--- config.mk ---
export PLATFORM = sky130hd
export DESIGN_NAME = kp_exciter
export DESIGN_NICKNAME = d
export VERILOG_FILES = /design/src/rtl/kp_pkg.sv /design/src/rtl/kp_debounce.sv /design/src/rtl/kp_exciter.sv
export SDC_FILE = /design/constraint.sdc
export NUM_CORES = 1
export LEC_CHECK = 0
export ABC_AREA = 1
export BUFFER_PORTS_ARGS = -buffer_cell sky130_fd_sc_hd__buf_2
export CORE_MARGIN = 3
export CORE_UTILIZATION = 42
export CTS_CLUSTER_SIZE = 14
export DETAILED_ROUTE_END_ITERATION = 6
export GPL_ROUTABILITY_DRIVEN = 1
export MAX_ROUTING_LAYER = met4
export SYNTH_ARGS = -nofsm -noshare
export SYNTH_HDL_FRONTEND = slang
export SYNTH_HIERARCHICAL = 1
export SYNTH_SLANG_ARGS = --single-unit
export TNS_END_PERCENT = 30
--- constraint.sdc ---
create_clock -name audio_clk -period 5.4 [get_ports audio_clk]
set_clock_uncertainty 0.2 [all_clocks]
set_input_delay 1.08 -clock audio_clk [delete_from_list [all_inputs] [get_ports audio_clk]]
set_output_delay 1.08 -clock audio_clk [all_outputs]
set_load 0.03 [all_outputs]
--- src/rtl/kp_pkg.sv ---
// Shared types and helpers for the Karplus-Strong voice blocks.
// Exciter state encoding, LFSR constants and the noise scaler.
package kp_pkg;

  typedef enum logic {
    KP_EX_IDLE,
    KP_EX_BURST
  } kp_ex_state_e;

  localparam logic [31:0] KP_LFSR_TAPS = 32'h8020_0003;
  localparam logic [31:0] KP_LFSR_SEED = 32'hACE1_0001;

  function automatic logic [31:0] kp_lfsr_step(
    input logic [31:0] s
  );
    return {1'b0, s[31:1]} ^ (s[0] ? KP_LFSR_TAPS : 32'h0);
  endfunction

  // Signed 24-bit noise times unsigned 7-bit velocity, /128.
  function automatic logic [23:0] kp_scale(
    input logic [23:0] x,
    input logic [6:0]  v
  );
    logic signed [31:0] xs;
    logic signed [31:0] vs;
    logic signed [31:0] p;
    xs = {{8{x[23]}}, x};
    vs = {25'd0, v};
    p  = xs * vs;
    p  = p >>> 7;
    return p[23:0];
  endfunction

endpackage

--- src/rtl/kp_debounce.sv ---
// Trigger synchroniser, debouncer and press-edge strobe.
// trig is active-low; the held level is 1 while pressed.
module kp_debounce #(
  parameter int DEB_BITS = 2
) (
  input  logic audio_clk,
  input  logic reset_n,
  input  logic trig,
  output logic trig_pulse
);

  logic                s1;
  logic                s2;
  logic                held;
  logic [DEB_BITS-1:0] cnt;

  always_ff @(posedge audio_clk or negedge reset_n) begin
    if (!reset_n) begin
      s1         <= 1'b0;
      s2         <= 1'b0;
      held       <= 1'b0;
      cnt        <= '0;
      trig_pulse <= 1'b0;
    end else begin
      s1         <= ~trig;
      s2         <= s1;
      trig_pulse <= 1'b0;
      if (s2 == held) begin
        cnt <= '0;
      end else if (&cnt) begin
        held       <= s2;
        cnt        <= '0;
        trig_pulse <= s2;
      end else begin
        cnt <= cnt + DEB_BITS'(1);
      end
    end
  end

endmodule

--- src/rtl/kp_exciter.sv ---
// Karplus-Strong exciter: free-running LFSR noise, gated into a
// velocity-scaled burst of delay_length samples on each press.
module kp_exciter
  import kp_pkg::*;
#(
  parameter logic [31:0] LFSR_SEED = KP_LFSR_SEED,
  parameter int          DEB_BITS  = 2
) (
  input  logic        audio_clk,
  input  logic        reset_n,
  input  logic        trig,
  input  logic [6:0]  velocity,
  input  logic [15:0] delay_length,
  output logic [23:0] dnoise,
  output logic        burst_active,
  output logic        trig_pulse
);

  kp_ex_state_e state;
  kp_ex_state_e state_n;
  logic [31:0]  lfsr;
  logic [6:0]   vel_l;
  logic [6:0]   vel_n;
  logic [15:0]  len_l;
  logic [15:0]  len_n;
  logic [15:0]  remain;
  logic [15:0]  remain_n;

  kp_debounce #(
    .DEB_BITS (DEB_BITS)
  ) u_deb (
    .audio_clk  (audio_clk),
    .reset_n    (reset_n),
    .trig       (trig),
    .trig_pulse (trig_pulse)
  );

  always_ff @(posedge audio_clk or negedge reset_n) begin
    if (!reset_n) lfsr <= LFSR_SEED;
    else          lfsr <= kp_lfsr_step(lfsr);
  end

  // A press wins over the running count, so retriggers restart it.
  always_comb begin
    state_n  = state;
    vel_n    = vel_l;
    len_n    = len_l;
    remain_n = remain;
    if (trig_pulse) begin
      vel_n    = velocity;
      len_n    = delay_length;
      remain_n = delay_length;
      state_n  = (delay_length == 16'd0) ? KP_EX_IDLE : KP_EX_BURST;
    end else if (state == KP_EX_BURST) begin
      remain_n = remain - 16'd1;
      if (remain == 16'd1) state_n = KP_EX_IDLE;
    end
  end

  always_ff @(posedge audio_clk or negedge reset_n) begin
    if (!reset_n) begin
      state        <= KP_EX_IDLE;
      vel_l        <= '0;
      len_l        <= '0;
      remain       <= '0;
      dnoise       <= '0;
      burst_active <= 1'b0;
    end else begin
      state        <= state_n;
      vel_l        <= vel_n;
      len_l        <= len_n;
      remain       <= remain_n;
      burst_active <= (state == KP_EX_BURST);
      dnoise       <= (state == KP_EX_BURST) ?
                      kp_scale(lfsr[23:0], vel_l) : 24'd0;
    end
  end

endmodule
==> results.py <==
metrics = {
    "clock_network": {
        "cts_hold_buffers": 0,
        "postCtsSetupRepairBufs": 0,
        "cts_buffer_depth": 2,
        "cts_tree": "built",
        "cts-root-buf": "clkbuf_16",
        "clock_latency_ps": 360,
        "cts_resized": 0,
        "clk_pin_slew_worst_paths_ps": 80,
        "cts-buffers-inserted": 9,
        "cts_max_level": 3,
        "clkSinkCount": 87,
    },
    "synthesis": {
        "synth_seq_cells": 87,
        "async_flop_share_pct": 100,
        "yosysSeqAreaShare_pct": 23.4,
        "yosys_warnings": 6,
        "yosysUniqueCellTypes": 37,
        "syn_inst": 1203,
        "synth_edf_count": 0,
        "synth-main-ff-cell": "dfrtp_1",
        "avgSynthCellArea_sq_um": 7.79,
        "syn_area_sq_um": 9370,
        "synth_fp_nets": 1414,
    },
    "timing": {
        "final-max-slew-violation-count": 0,
        "rsz0062_at_grt": "false",
        "fin_crit_ps": 5050,
        "tns_ps": 0,
        "worst_pin_slew_ps": 811,
        "relSlewSlack_pct": 46.0,
        "setup_violations": 0,
        "fmax_mhz": 198,
        "fin_ws_ps": 353,
        "period_share_pct": 93.5,
        "hold_slack_ps": 153,
        "finalHoldViolCount": 0,
    },
    "run": {
        "max_cap_viol_count": 0,
    },
    "setup_path": {
        "cp-start-kind": "flip-flop",
        "cpPeakStageDelay_ps": 870,
        "critPathMaxFanout": 20,
        "crit_arrival_ps": 5100,
        "path_class": "flip-flop to flip-flop",
        "crit_required_ps": 5450,
        "endpoint_kind": "flip-flop",
        "crit_chain": "nand2_1 -> fa_1 -> fa_1 -> inv_1 -> fa_1 -> inv_1 -> fa_1 -> inv_1 -> ha_1 -> a21oi_1 -> o21ai_0 -> or2_4 -> nand2_1 -> nand2_2 -> nand2_1 -> nand3_1 -> nand2_1 -> nor2_1",
        "slowest_stage": "dfrtp_1",
    },
    "placement": {
        "place_ws_ps": 340,
        "placed_cell_area_sq_um": 9940,
        "port-buffer-count": 51,
        "gp_congestion": 0.874,
        "post-dp-hpwl_microns": 17500,
    },
    "floorplan": {
        "core_sq_um": 21900,
        "num_rows": 54,
        "start_util_pct": 42.8,
        "dieArea_sq_um": 24100,
        "boundaryPins": 52,
        "die_h_microns": 155,
        "die_w_microns": 155,
    },
    "worst_hold_path": {
        "hold_class": "flip-flop to flip-flop",
    },
    "grt": {
        "grt_max_degree": 54,
        "grt_pass1_wl_microns": 38500,
        "grt_pass1_vias": 7778,
        "antenna_found_initial": 1,
        "grt.total_usage_pct": 20.6,
        "grt-ovfl-total": 0,
    },
    "route": {
        "routedWlPerCell_microns": 14.5,
        "drc": 0,
        "vias_per_cell": 4.81,
        "drtIter0Drc": 430,
        "via_count": 7360,
        "first_pass_iters": 7,
        "wl_microns": 22300,
        "antenna_left": 0,
    },
    "power_and_ir_drop": {
        "p_leak_nw": 6.38,
        "power.density_nw_per_um2": 209,
        "vdd_drop_max_uv": 232,
        "finalPower_mw": 2.14,
    },
    "status": {
        "status": "finished clean",
    },
    "layout": {
        "fillCellCount": 2205,
        "insertedDiodeCount": 0,
        "fin_nets": 1457,
        "area_growth_syn_to_layout_pct": 9.33,
        "stdcell_area_sq_um": 10200,
        "drive_gt1_share_pct": 8.31,
    },
}
==> where the power goes <==
group	internal (mW)	total [mW]	leakage, nW	switching (mW)
clock	0.332	0.647	0.150	0.316
combinational	0.182	0.580	5.11	0.398
sequential	0.753	0.916	1.12	0.163
total	1.27	2.14	6.38	0.877
==> synth_stat cells (3+ instances only) <==
library cell | n | area [sq um]
nand2_2 | 6 | 37.5
o311ai_0 | 3 | 26.3
o221ai_1 | 3 | 26.3
clkbuf_1 | 27 | 101
nand3_1 | 26 | 130
o211ai_1 | 7 | 52.6
o21ai_0 | 28 | 140
nand2_1 | 309 | 1160
dfstp_2 | 9 | 236
a22oi_1 | 3 | 22.5
ha_1 | 62 | 776
nor4_1 | 6 | 37.5
xor2_1 | 8 | 70.1
a21o_1 | 3 | 22.5
dfrtp_1 | 78 | 1950
fa_1 | 123 | 2460
a21oi_1 | 53 | 265
nor2_1 | 78 | 293
nor2_2 | 3 | 18.8
inv_1 | 323 | 1210
o21ai_1 | 3 | 15.0
nor3_1 | 9 | 45.0
xnor2_1 | 10 | 87.6
==> through the flow <==
stage	utilization, %	cells
6_report	46.8	1531
3_3_place_gp	45.4	1515
3_5_place_dp	45.4	1515
5_1_grt	46.8	1531
2_1_floorplan	-	1203
4_1_cts	46.8	1531
==> registers in the layout, indices dropped and copies added, names as in the netlist, 2 cells and up <==
| register | flops |
|---|---|
| lfsr | 32 |
| dnoise | 24 |
| remain | 16 |
| vel_l | 7 |
| u_deb/cnt | 2 |
==> worst max-delay path: cells and delay by family (launching register included) <==
family	cells	cell delay [ps]
simple gates	8	910
compound gates	2	350
buf+inv	3	160
flops	1	870
fa+ha+maj	5	2470
==> placed cells by master (no fill, tap or decap), drive strengths merged, types with 6 or more instances in the layout <==
| master | count |
|---|---|
| xnor2 | 10 |
| clkbuf | 9 |
| inv | 330 |
| dfstp | 9 |
| nor4 | 6 |
| a21oi | 53 |
| buf | 61 |
| nor3 | 9 |
| ha | 62 |
| nor2 | 83 |
| nand3 | 28 |
| xor2 | 8 |
| nand2 | 315 |
| o211ai | 7 |
| fa | 123 |
| dfrtp | 78 |
| o21ai | 32 |
==> layout make-up <==
cell class	count	area (sq um)	area share, %
sequential	87	2190	21.4
clock inverter	7	81.3	0.794
multi-input combinational	762	5850	57.1
inverter	325	1220	11.9
tap	280	350	3.42
timing repair buffer	61	333	3.25
clock buffer	9	225	2.20
==> cells by family after synthesis <==
family                   share of synthesized area, %
AO/OA/AOI/OAI                                    6.94
XOR/XNOR                                         1.68
adder cells (fa/ha/maj)                          34.6
flip-flops                                       23.4
buffers and inverters                            14.3
AND/OR/NAND/NOR                                  19.2
==> worst paths after layout <==
check,start,end,slack [ps],depth (start not counted)
max,vel_l[3],dnoise[9],350,18
min,u_deb/s1,u_deb/s2,150,0
max reg2reg,vel_l[3],dnoise[9],350,18
min reg2reg,u_deb/s1,u_deb/s2,150,0
max in group asynchronous,reset_n,lfsr[16],3390,2
min in group asynchronous,reset_n,dnoise[4],580,1
==> layer usage <==
metal | wire (microns) | vias up | GRT usage, %
met5 | 0 | - | -
met4 | 376 | 0 | 4.96
met3 | 855 | 23 | 2.31
met2 | 10900 | 167 | 34.5
met1 | 10100 | 3540 | 27.0
li1 | - | 3630 | -
(Power assumes the default switching activity.)
